`src/rtl/inv_mix_col.sv`:
```
// AES InvMixColumns over a 128-bit state, one column per clock with a start/done handshake.
// Optional build macro INV_MIX_COL_PARALLEL_EN: all four columns computed in a single cycle.
module inv_mix_col #(
    parameter logic [3:0] BYPASS_ROUND = 4'd0
) (
    input  logic         clk,
    input  logic         n_rst,
    input  logic         start,
    input  logic [127:0] data_in,
    input  logic [3:0]   count_in,
    output logic         busy,
    output logic         done,
    output logic [127:0] data_out
);

    // state  | meaning
    // IDLE   | waiting for start
    // BYPASS | final decrypt round, captured state passed through unmixed
    // COL    | mixing columns
    typedef enum logic [1:0] {
        IDLE   = 2'd0,
        BYPASS = 2'd1,
        COL    = 2'd2
    } state_t;

    state_t       state;
    logic [127:0] state_reg;

    function automatic logic [7:0] xt(input logic [7:0] b);
        return {b[6:0], 1'b0} ^ (b[7] ? 8'h1b : 8'h00);
    endfunction

    // Coefficients 9/11/13/14 built from the x2/x4/x8 chain of each byte.
    function automatic logic [31:0] inv_col(input logic [31:0] col);
        logic [7:0] a [4];
        logic [7:0] m9 [4];
        logic [7:0] m11 [4];
        logic [7:0] m13 [4];
        logic [7:0] m14 [4];
        logic [7:0] x2, x4, x8;
        for (int i = 0; i < 4; i++) begin
            a[i]   = col[31-8*i -: 8];
            x2     = xt(a[i]);
            x4     = xt(x2);
            x8     = xt(x4);
            m9[i]  = x8 ^ a[i];
            m11[i] = x8 ^ x2 ^ a[i];
            m13[i] = x8 ^ x4 ^ a[i];
            m14[i] = x8 ^ x4 ^ x2;
        end
        return {m14[0] ^ m11[1] ^ m13[2] ^ m9[3],
                m9[0]  ^ m14[1] ^ m11[2] ^ m13[3],
                m13[0] ^ m9[1]  ^ m14[2] ^ m11[3],
                m11[0] ^ m13[1] ^ m9[2]  ^ m14[3]};
    endfunction

`ifdef INV_MIX_COL_PARALLEL_EN

    logic [127:0] mixed_all;

    assign mixed_all = {inv_col(state_reg[127:96]), inv_col(state_reg[95:64]),
                        inv_col(state_reg[63:32]),  inv_col(state_reg[31:0])};

    always_ff @(posedge clk or negedge n_rst) begin
        if (!n_rst) begin
            state     <= IDLE;
            state_reg <= '0;
            busy      <= 1'b0;
            done      <= 1'b0;
            data_out  <= '0;
        end else begin
            done <= 1'b0;
            case (state)
                IDLE: begin
                    if (start) begin
                        state_reg <= data_in;
                        busy      <= 1'b1;
                        state     <= (count_in == BYPASS_ROUND) ? BYPASS : COL;
                    end
                end
                BYPASS: begin
                    data_out <= state_reg;
                    done     <= 1'b1;
                    busy     <= 1'b0;
                    state    <= IDLE;
                end
                COL: begin
                    data_out <= mixed_all;
                    done     <= 1'b1;
                    busy     <= 1'b0;
                    state    <= IDLE;
                end
                default: state <= IDLE;
            endcase
        end
    end

`else

    logic [1:0]  col_cnt;
    logic [31:0] col_sel;
    logic [31:0] col_mixed;

    always_comb begin
        col_sel = state_reg[127:96];
        case (col_cnt)
            2'd0: col_sel = state_reg[127:96];
            2'd1: col_sel = state_reg[95:64];
            2'd2: col_sel = state_reg[63:32];
            2'd3: col_sel = state_reg[31:0];
            default: col_sel = state_reg[127:96];
        endcase
    end

    assign col_mixed = inv_col(col_sel);

    // Mixed columns are written back in place, so column 3's edge sees cols 0-2 already done.
    always_ff @(posedge clk or negedge n_rst) begin
        if (!n_rst) begin
            state     <= IDLE;
            state_reg <= '0;
            col_cnt   <= 2'd0;
            busy      <= 1'b0;
            done      <= 1'b0;
            data_out  <= '0;
        end else begin
            done <= 1'b0;
            case (state)
                IDLE: begin
                    if (start) begin
                        state_reg <= data_in;
                        col_cnt   <= 2'd0;
                        busy      <= 1'b1;
                        state     <= (count_in == BYPASS_ROUND) ? BYPASS : COL;
                    end
                end
                BYPASS: begin
                    data_out <= state_reg;
                    done     <= 1'b1;
                    busy     <= 1'b0;
                    state    <= IDLE;
                end
                COL: begin
                    case (col_cnt)
                        2'd0: state_reg[127:96] <= col_mixed;
                        2'd1: state_reg[95:64]  <= col_mixed;
                        2'd2: state_reg[63:32]  <= col_mixed;
                        2'd3: state_reg[31:0]   <= col_mixed;
                        default: ;
                    endcase
                    col_cnt <= col_cnt + 2'd1;
                    if (col_cnt == 2'd3) begin
                        data_out <= {state_reg[127:32], col_mixed};
                        done     <= 1'b1;
                        busy     <= 1'b0;
                        state    <= IDLE;
                    end
                end
                default: state <= IDLE;
            endcase
        end
    end

`endif

endmodule
```
`config.mk`:
```
export PLATFORM = sky130hd
export DESIGN_NAME = inv_mix_col
export DESIGN_NICKNAME = d
export VERILOG_FILES = /design/src/rtl/inv_mix_col.sv
export SDC_FILE = /design/constraint.sdc
export NUM_CORES = 1
export LEC_CHECK = 0
export ABC_AREA = 1
export CORE_MARGIN = 5
export CORE_UTILIZATION = 45
export CTS_BUF_LIST = sky130_fd_sc_hd__clkbuf_8
export DETAILED_ROUTE_END_ITERATION = 16
export PLACE_DENSITY = 0.78
export SYNTH_ARGS = -nofsm -noshare
export SYNTH_HDL_FRONTEND = slang
export SYNTH_SLANG_ARGS = --single-unit
```
`constraint.sdc`:
```
create_clock -name clk -period 3.2 [get_ports clk]
set_input_delay 0.32 -clock clk [delete_from_list [all_inputs] [get_ports clk]]
set_output_delay 0.32 -clock clk [all_outputs]
set_load 0.01 [all_outputs]
```
# Word level (Yosys, flattened, before mapping)
# Index checks and enable logic that the tools add are counted.
totals:
  regBits: 262
  latchBits: 0
  ram_bits: 0
  romBits: 0
  input_bits: 135
  out_inout_bits: 130
  elab_cells: 114
  memories: 0
classes:
  add_sub_neg: 1
  n_mul: 0
  div_mod_pow: 0
  n_lt_le_gt_ge: 0
  eq_ne: 10
  shift: 0
  mux: 32
  n_bitwise: 48
  n_reduce_logical: 14
ops:
  columns: ["op", "n"]
  rows:
  - ["$pmux W128 S2", 2]
  - ["$xor A8 B8 Y8", 36]
  - ["$mux W128", 2]
  - ["$mux W32", 4]
  - ["$pmux W32 S4", 1]
  - ["$xor A8 B5 Y8", 12]
  - ["$mux W5", 12]
  - ["$reduce_and A3 Y1", 5]
  - ["$mux W2", 4]
  - ["$pmux W2 S2", 2]
  - ["$eq A2 B2 Y1 const B", 3]
  - ["$ne A2 B1 Y1 const B", 3]
  - ["$reduce_and A2 Y1", 3]
  - ["$eq A2 B1 Y1 const B", 2]
  - ["$logic_not A2 Y1", 2]
  - ["$logic_not A4 Y1", 1]
  - ["$ne A2 B2 Y1 const B", 2]
  - ["$reduce_bool A2 Y1", 2]
  - ["$mux W1", 3]
  - ["$pmux W1 S3", 1]
  - ["$reduce_bool A3 Y1", 1]
  - ["$add A2 B1 Y2 const B", 1]
  - ["$pmux W1 S2", 1]

# Depth between registers and ports, before layout
# Gate-level depths: netlist (run 1).
logic_depth:
  ltp_word: 15
  ltp_mapped: 23
  ltp_nobuf: 21

# Worst setup path before layout (run 1)
# Ideal clock, no wire load.
synth_timing:
  path_type: "register to register"
  start: "reg col_cnt[0]"
  end: "reg data_out[18]"
  setup_ns: 0.128
  t_arrival_ns: 2.367
  t_required_ns: 3.072
  slack_ns: 0.705
  path_stages_with_launch: 17
  path_buffers: 2
  synth_period_minus_slack_ns: 2.495
  path_cell_list: "dfrtp_1 > inv_1 > ha_1 > inv_2 > buf_6 > nor2_2 > o21bai_1 > buf_4 > nand2_1 > nand2_1 > nand2_1 > nand2_2 > xor2_1 > xor2_1 > nand3_1 > nand3_1 > a21oi_1"
synth_between:
  elab_chain_cells: 13
  elab_cells_between_ends: 39
  cone_classes: "4 x eq/ne; 11 x mux; 22 x bitwise; 2 x reduce/logical"
synth_rtl:
  columns: ["item", "line_no", "rtl"]
  rows:
  - ["start, declared", "100", "logic [1:0] col_cnt;"]
  - ["start signal, assigned", "151", "col_cnt <= col_cnt + 2'd1;"]
  - ["$eq A2 B2 Y1, or another cell as far along", "106, 152", null]
  - ["$pmux W32 S4", "106", "case (col_cnt)"]
  - ["$mux W5 / $xor A8 B5 Y8 (equally long branches)", "30", "return {b[6:0], 1'b0} ^ (b[7] ? 8'h1b : 8'h00);"]
  - ["$xor A8 B5 Y8 / $mux W5 (equally long branches)", "30", null]
  - ["$xor A8 B5 Y8 (2 in series)", "30", null]
  - ["$xor A8 B8 Y8 (2 in series)", "49", "m14[i] = x8 ^ x4 ^ x2;"]
  - ["$xor A8 B8 Y8 (3 in series)", "52", "m9[0] ^ m14[1] ^ m11[2] ^ m13[3],"]
  - ["$mux W128", "152", "if (col_cnt == 2'd3) begin"]
  - ["$pmux W128 S2", "128", "case (state)"]
  - ["end signal, assigned", "138", "data_out <= state_reg;"]
  - ["end signal, assigned", "153", "data_out <= {state_reg[127:32], col_mixed};"]
  - ["end, declared", "13", "output logic [127:0] data_out"]
# Several ways; a longest one is shown, not always the timed one. The select of a mux whose other input is x is not followed.
# A chain may end at the register's enable or synchronous reset.

# Final worst setup path (run 1)
layout_timing:
  start: "reg col_cnt[0]"
  end: "reg state_reg[71]"
layout_between:
  elab_chain_cells: 12
  elab_cells_between_ends: 31
  cone_classes: "4 x eq/ne; 3 x mux; 22 x bitwise; 2 x reduce/logical"
layout_rtl:
  columns: ["item", "line_no", "rtl"]
  rows:
  - ["$eq A2 B2 Y1, or another cell as far along", "106", null]
  - ["$pmux W32 S4", "106", null]
  - ["$xor A8 B5 Y8 (3 in series)", "30", null]
  - ["$xor A8 B8 Y8 (on tied branches) (2 in series)", "47, 48", null]
  - ["$xor A8 B8 Y8 (3 in series)", "54", "m11[0] ^ m13[1] ^ m9[2] ^ m14[3]};"]
  - ["$mux W32", "144", "case (col_cnt)"]
  - ["$pmux W128 S2", "128", null]
  - ["end signal, assigned", "131", "state_reg <= data_in;"]
  - ["end signal, assigned", "146", "2'd1: state_reg[95:64] <= col_mixed;"]
  - ["end, declared", "27", "logic [127:0] state_reg;"]
# Several ways; a longest one is shown, not always the timed one. The select of a mux whose other input is x is not followed.

==> results of run 1 <==
final timing paths:
check / from / endpoint / slack, ps / cells past startpoint
worst max-delay path: col_cnt[0] / state_reg[71] / 60 / 15
worst min-delay path: n_rst / data_out[41] / 330 / 2
worst max register to register: col_cnt[0] / state_reg[71] / 60 / 15
worst min register to register: data_out[54] / data_out[54] / 470 / 2
max in group asynchronous: n_rst / col_cnt[0] / 1890 / 3
min in group clk: data_in[28] / state_reg[28] / 410 / 3
worst max-delay path, cell delays in order, from the launching register on:
cell                      delay (ps)
sky130_fd_sc_hd__dfrtp_2         450
sky130_fd_sc_hd__inv_4           110
sky130_fd_sc_hd__ha_4            180
sky130_fd_sc_hd__inv_1           160
sky130_fd_sc_hd__o21ai_1         490
sky130_fd_sc_hd__nor2_1          120
sky130_fd_sc_hd__nor2_2          130
sky130_fd_sc_hd__nand2_1         140
sky130_fd_sc_hd__nand2_2         120
sky130_fd_sc_hd__xor2_2          280
sky130_fd_sc_hd__buf_4           180
sky130_fd_sc_hd__inv_1            40
sky130_fd_sc_hd__or2_1           230
sky130_fd_sc_hd__nand3_1          90
sky130_fd_sc_hd__nand3_2         160
sky130_fd_sc_hd__a21oi_1         170
timing repair:
item,in CTS,in global routing
endpoints found under the hold margin,76,0
hold buffers,1,0
endpoints found under the setup margin,56,138
pin swaps,0,9
gates cloned,0,3
gates resized for setup,10,59
setup buffers,0,13
layout make-up:
cell class	count	area [sq um]
clock buffers	54	743
flip-flops and latches	262	6560
multi-input cells	1667	8430
clock inverters	22	106
repair buffers	461	4460
inverters	150	576
well taps	455	569
fillers	3165	13100
diodes	1	2.50
cells by family after synthesis:
group	count (synthesis)	synth area share [%]
AND/OR/NAND/NOR	1115	29.1
flip-flops	262	41.7
buffers and inverters	241	6.37
adder cells (fa/ha/maj)	9	0.717
AO/OA/AOI/OAI	444	16.3
XOR/XNOR	99	5.80
placed cells by master, fill, tap and decap left out, types with 5 or more instances in the layout:
cell | netlist | routed
sky130_fd_sc_hd__ha_1 | 9 | 5
sky130_fd_sc_hd__a21oi_1 | 292 | 281
sky130_fd_sc_hd__nand2_2 | 23 | 36
sky130_fd_sc_hd__xor2_1 | 71 | 69
sky130_fd_sc_hd__inv_2 | 6 | 6
sky130_fd_sc_hd__a21oi_2 | 4 | 14
sky130_fd_sc_hd__nor2_4 | 1 | 5
sky130_fd_sc_hd__nor2_1 | 187 | 181
sky130_fd_sc_hd__nor2_2 | 17 | 19
sky130_fd_sc_hd__nand2_1 | 748 | 733
sky130_fd_sc_hd__a22oi_1 | 39 | 39
sky130_fd_sc_hd__nand3_2 | 14 | 10
sky130_fd_sc_hd__buf_12 | 0 | 21
sky130_fd_sc_hd__clkbuf_8 | 0 | 54
sky130_fd_sc_hd__dfrtp_1 | 262 | 261
sky130_fd_sc_hd__nand3_1 | 105 | 103
sky130_fd_sc_hd__o21bai_2 | 4 | 5
sky130_fd_sc_hd__xnor2_1 | 22 | 22
sky130_fd_sc_hd__o21bai_1 | 7 | 6
sky130_fd_sc_hd__inv_1 | 141 | 152
sky130_fd_sc_hd__clkdlybuf4s50_1 | 0 | 263
sky130_fd_sc_hd__buf_4 | 6 | 168
sky130_fd_sc_hd__nand3_4 | 0 | 6
sky130_fd_sc_hd__o21ai_0 | 73 | 71
sky130_fd_sc_hd__nand3b_1 | 6 | 6
sky130_fd_sc_hd__xor2_2 | 6 | 7
sky130_fd_sc_hd__o21bai_4 | 6 | 6
sky130_fd_sc_hd__o21ai_1 | 5 | 6
metrics by stage:
stage / instance area, sq um / util (%) / cells
2_1_floorplan: 15700 / - / 2170
3_3_place_gp: 20100 / 58.2 / 2978
3_5_place_dp: 20100 / 58.2 / 2978
4_1_cts: 21000 / 60.8 / 3055
5_1_grt: 21400 / 62.1 / 3072
6_report: 21400 / 62.1 / 3072
routing by layer:
layer / up-vias / GRT usage [%] / part of all wire, %
met5: - / 0 / 0.020
met4: 2 / 10.8 / 3.5
met3: 132 / 7.21 / 10
met2: 898 / 51.3 / 45
met1: 8031 / 46.2 / 42
li1: 7811 / - / -
==> Flow_metrics.wiki, run 1 <==
{| class="wikitable"
! Metric !! Value
|-
| Min Hold Slack || roughly 330 ps
|-
| Last weighted congestion value of the routability-driven placer || 1.02
|-
| Initial antenna violation count || 2
|-
| Flip-flop count of the largest register after layout || 130
|-
| Core region area || between 30000 and 40000 sq um
|-
| Slew HR || a little over two fifths
|-
| Instance count of the mapped netlist || 2170
|-
| Overall overflow remaining after global route || 0
|-
| Share of the synthesized area in the top cell type || 41.7%
|-
| Final count of pins violating max slew || 0
|-
| Clock-pin slew on the worst setup and hold paths || 70 ps
|-
| Die Area || 38800 sq um
|-
| Number of warning messages in the yosys log || 0
|-
| Maximum buffer depth of the clock tree || 3
|-
| Average cell area after synthesis || 7.24 sq um
|-
| Register bit total from synthesis || 262
|-
| Clock buffers created by TritonCTS || 44
|-
| Unique cell type count in the Yosys netlist || 41
|-
| Minimum clock period || roughly 3100 ps
|-
| Syn_nets || around 2300
|-
| DPL Wire Length || 51800 um
|-
| Starting DRT DRC Count || 1703
|-
| Number of search-and-repair iterations in the first detailed-routing pass || 6
|-
| Highest achievable clock rate || 318 MHz
|-
| Count of final setup violators || 0
|-
| Clock tree skew after final layout || ~27 ps
|-
| Master cell of the clock root buffer || sky130_fd_sc_hd__clkbuf_8
|-
| Initial core utilization || 45.5%
|-
| Kind of start point of the critical path || flop
|-
| Post-synthesis cell type with the largest combined area || sky130_fd_sc_hd__dfrtp_1
|-
| Routed wire length || ~67000 um
|-
| Most used flip-flop cell after synthesis || sky130_fd_sc_hd__dfrtp_1
|-
| Share of the clock period used by the worst path after layout || 98.2%
|-
| Worst endpoint required time || between 3000 and 4000 ps
|-
| Final-layout setup total negative slack || 0 ps
|-
| Async set-or-reset flop fraction in the synthesized netlist || between 90% and 100%
|-
| Most common library cells after synthesis || sky130_fd_sc_hd__nand2_1, sky130_fd_sc_hd__a21oi_1, sky130_fd_sc_hd__dfrtp_1
|-
| Post-route antenna net violation count || 0
|-
| Result of the run || complete, no violations
|-
| Fraction of layout instances using a drive strength above 1 || 15.4%
|-
| Setup repair after global routing missed its margin || true
|-
| Maximum capacitance violations || 0
|-
| Worst hold path class || input pin to async pin
|-
| Setup crit end kind || flop
|-
| Vias per Instance || 5.49
|-
| Worst Setup Slack post-DPL || -237 ps
|-
| Buffers on Ports || 264
|-
| Number of DRC violations after detailed routing || 0
|-
| Global-route wire length before repair || 98200 um
|-
| Largest net degree at the start of global routing || 99
|-
| Die span in y || 197 um
|-
| Max FO, Critical Path || 8
|-
| Overall via count from detail_route || 16874
|-
| TritonCTS clock tree || done
|-
| Worst slew pin tran || around 840 ps
|-
| Critical Path AT || 3630 ps
|-
| Final nets || 2730
|-
| Kind of critical path || flop to flop
|-
| Worst skew pair latency || roughly 580 ps
|-
| Ports || 265
|-
| Main area contributors after synthesis || sky130_fd_sc_hd__dfrtp_1, sky130_fd_sc_hd__nand2_1, sky130_fd_sc_hd__a21oi_1
|-
| Site Rows || 68
|-
| Number of levels the H-tree was split into || 2
|-
| Synth-to-layout area growth || 36.5%
|-
| Sequential fraction of the synthesis area || 41.7%
|-
| Mapped cell area || 15700 sq um
|-
| Routed WL per cell || 21.7 um
|-
| Fin worst setup slack || 56.8 ps
|-
| Hold Vio Cnt, Final || 0
|-
| Post-synth EDFFs || 0
|-
| Leading cell type by number of instances after synthesis || sky130_fd_sc_hd__nand2_1
|-
| Die Width || 197 um
|-
| # clock sinks || 262
|-
| Number of global-route vias before repair || 16191
|-
| Overall global routing resource usage || 33.0%
|}
Power of run 1 is left out: the tool's default activity adds up to more than one toggle a clock period on the data nets, which glitch-free logic cannot reach.
==> inputs of run 2 (changes only) <==
--- a/config.mk
+++ b/config.mk
@@ -10,7 +10,7 @@
 export CORE_UTILIZATION = 45
 export CTS_BUF_LIST = sky130_fd_sc_hd__clkbuf_8
 export DETAILED_ROUTE_END_ITERATION = 16
-export PLACE_DENSITY = 0.78
+export PLACE_DENSITY = 0.69
 export SYNTH_ARGS = -nofsm -noshare
 export SYNTH_HDL_FRONTEND = slang
 export SYNTH_SLANG_ARGS = --single-unit
==> Flow_metrics.wiki, run 2 (synthesis gave the netlist of run 1 again) <==
{| class="wikitable"
! Metric !! Value
|-
| Worst reg-to-reg setup slack || a little under 60 ps
|-
| Die Width || 197 um
|-
| Setup crit end kind || flop
|-
| Vias per Instance || 5.50
|-
| Worst endpoint required time || 3710 ps
|-
| Largest net degree at the start of global routing || 119
|-
| Initial core utilization || 45.5%
|-
| Die Area || 38800 sq um
|-
| Fraction of layout instances using a drive strength above 1 || 15.2%
|-
| Number of levels the H-tree was split into || 2
|-
| Clock buffers created by TritonCTS || 45
|-
| Master cell of the clock root buffer || sky130_fd_sc_hd__clkbuf_8
|-
| TritonCTS clock tree || done
|-
| Core region area || 34500 sq um
|-
| # clock sinks || roughly 260
|-
| Worst Setup EP || data_out[3]
|-
| CP Launch Point || col_cnt[1]
|-
| Clock-pin slew on the worst setup and hold paths || 60 ps
|-
| DPL Wire Length || just over 50000 um
|-
| Ports || around 270
|-
| Maximum buffer depth of the clock tree || 3
|-
| Top library cells by usage in the layout, fill and taps aside || sky130_fd_sc_hd__nand2_1, sky130_fd_sc_hd__a21oi_1, sky130_fd_sc_hd__clkdlybuf4s50_1
|-
| Max FO, Critical Path || 15
|-
| Worst hold path class || input pin to async pin
|-
| Flip-flop count of the largest register after layout || 130
|-
| Global-route wire length before repair || 99300 um
|-
| Final-layout setup total negative slack || 0 ps
|-
| Leading cell type in the layout, fill and taps excluded || sky130_fd_sc_hd__nand2_1
|-
| Setup repair after global routing missed its margin || true
|-
| Hold Vio Cnt, Final || 0
|-
| Routed wire length || approximately 67000 um
|-
| Final nets || 2723
|-
| Routed WL per cell || 21.9 um
|-
| Fin worst setup slack || 59.3 ps
|-
| Initial antenna violation count || 2
|-
| Die span in y || between 150 and 200 um
|-
| Final core utilization || 62.0%
|-
| Number of search-and-repair iterations in the first detailed-routing pass || 6
|-
| Kind of critical path || flop to flop
|-
| Min Hold Slack || approximately 360 ps
|-
| Overall via count from detail_route || 16885
|-
| Register-to-Register Path Depth || 18
|-
| Overall global routing resource usage || 33.7%
|-
| Worst slew pin tran || 1040 ps
|-
| Kind of start point of the critical path || flop
|-
| FF-to-FF End || data_out[3]
|-
| Buffers on Ports || ~260
|-
| Highest achievable clock rate || roughly 320 MHz
|-
| Number of global-route vias before repair || 15998
|-
| Critical Path AT || 3650 ps
|-
| Minimum clock period || 3140 ps
|-
| Slew HR || 30.6%
|-
| Site Rows || 68
|-
| Worst Setup Slack post-DPL || -84.9 ps
|-
| Result of the run || complete, no violations
|-
| Number of DRC violations after detailed routing || 0
|-
| Last weighted congestion value of the routability-driven placer || 1.04
|-
| Synth-to-layout area growth || 36.3%
|-
| Starting DRT DRC Count || 1864
|-
| Worst skew pair latency || 610 ps
|-
| Overall overflow remaining after global route || 0
|-
| Post-route antenna net violation count || 0
|-
| Final count of pins violating max slew || 0
|-
| Count of final setup violators || 0
|-
| R2r startpoint || col_cnt[1]
|-
| Share of the clock period used by the worst path after layout || 98.1%
|-
| Final-layout fill cell count || 3181
|-
| Maximum capacitance violations || 0
|-
| Clock tree skew after final layout || 33.5 ps
|}
## run 2: cell types whose count changed in the layout (fill, tap and decap cells not counted), sizes merged
| cell | previous run | this run |
|---|---|---|
| clkinv | 7 | 6 |
| inv | 164 | 172 |
| bufinv | 0 | 1 |
| clkinvlp | 1 | 0 |
| buf | 194 | 188 |
| clkbuf | 57 | 54 |
## run 2: layer usage
| layer | global-route usage, % | wire length, um |
|---|---|---|
| met2 | 51.2 | 29500 |
| met5 | 0 | 13 |
| met3 | 7.40 | 6830 |
| met4 | 11.4 | 2500 |
| met1 | 48.0 | 28400 |
## run 2: stage by stage
step	area [sq um]	cells
floorplan	15700	2170
global placement	20100	2977
detailed placement	20100	2977
CTS	21000	3060
global route	21400	3069
finish	21400	3070
## run 2: repair_timing
| action | 4_1_cts | 5_1_grt |
|---|---|---|
| setup buffers | 0 | 8 |
| endpoints found under the hold margin | 106 | 0 |
| hold buffers | 1 | 0 |
| gates resized for setup | 10 | 73 |
| pin swaps | 0 | 4 |
| endpoints found under the setup margin | 50 | 141 |
| cloned | 0 | 1 |
## run 2: how the worst min path moves through the flow
| stage | end | cells after the start | startpoint |
|---|---|---|---|
| floorplan | busy | 0 | n_rst |
| finish | data_out[112] | 2 | n_rst |
| CTS | state_reg[95] | 3 | data_in[95] |
| detailed placement | data_out[106] | 1 | n_rst |
| global placement | state_reg[106] | 1 | n_rst |
| global route | state_reg[127] | 3 | data_in[127] |
## run 2: cell type report
| class | count | area [sq um] | area share [%] |
|---|---|---|---|
| Antenna cell | 1 | 2.50 | 0.0117 |
| Clock buffer | 53 | 729 | 3.41 |
| Clock inverter | 29 | 151 | 0.707 |
| Inverter | 150 | 571 | 2.66 |
| Multi-Input combinational cell | 1667 | 8500 | 39.7 |
| Sequential cell | 262 | 6560 | 30.6 |
| Tap cell | 455 | 569 | 2.66 |
| Timing Repair Buffer | 453 | 4330 | 20.2 |
## run 2: worst max-delay path, stage by stage (launching register included)
cell	delay (ps)
sky130_fd_sc_hd__dfrtp_1	390
sky130_fd_sc_hd__inv_1	110
sky130_fd_sc_hd__ha_2	210
sky130_fd_sc_hd__inv_4	120
sky130_fd_sc_hd__buf_12	170
sky130_fd_sc_hd__buf_4	160
sky130_fd_sc_hd__o21ai_1	120
sky130_fd_sc_hd__o21bai_4	320
sky130_fd_sc_hd__buf_4	190
sky130_fd_sc_hd__xor2_2	160
sky130_fd_sc_hd__buf_4	140
sky130_fd_sc_hd__inv_2	60
sky130_fd_sc_hd__nand2_1	60
sky130_fd_sc_hd__nand2_1	110
sky130_fd_sc_hd__nand3b_1	210
sky130_fd_sc_hd__nand3b_1	100
sky130_fd_sc_hd__nand3_1	90
sky130_fd_sc_hd__buf_6	190
sky130_fd_sc_hd__a21oi_1	140
Power of run 2 is left out for the same reason.
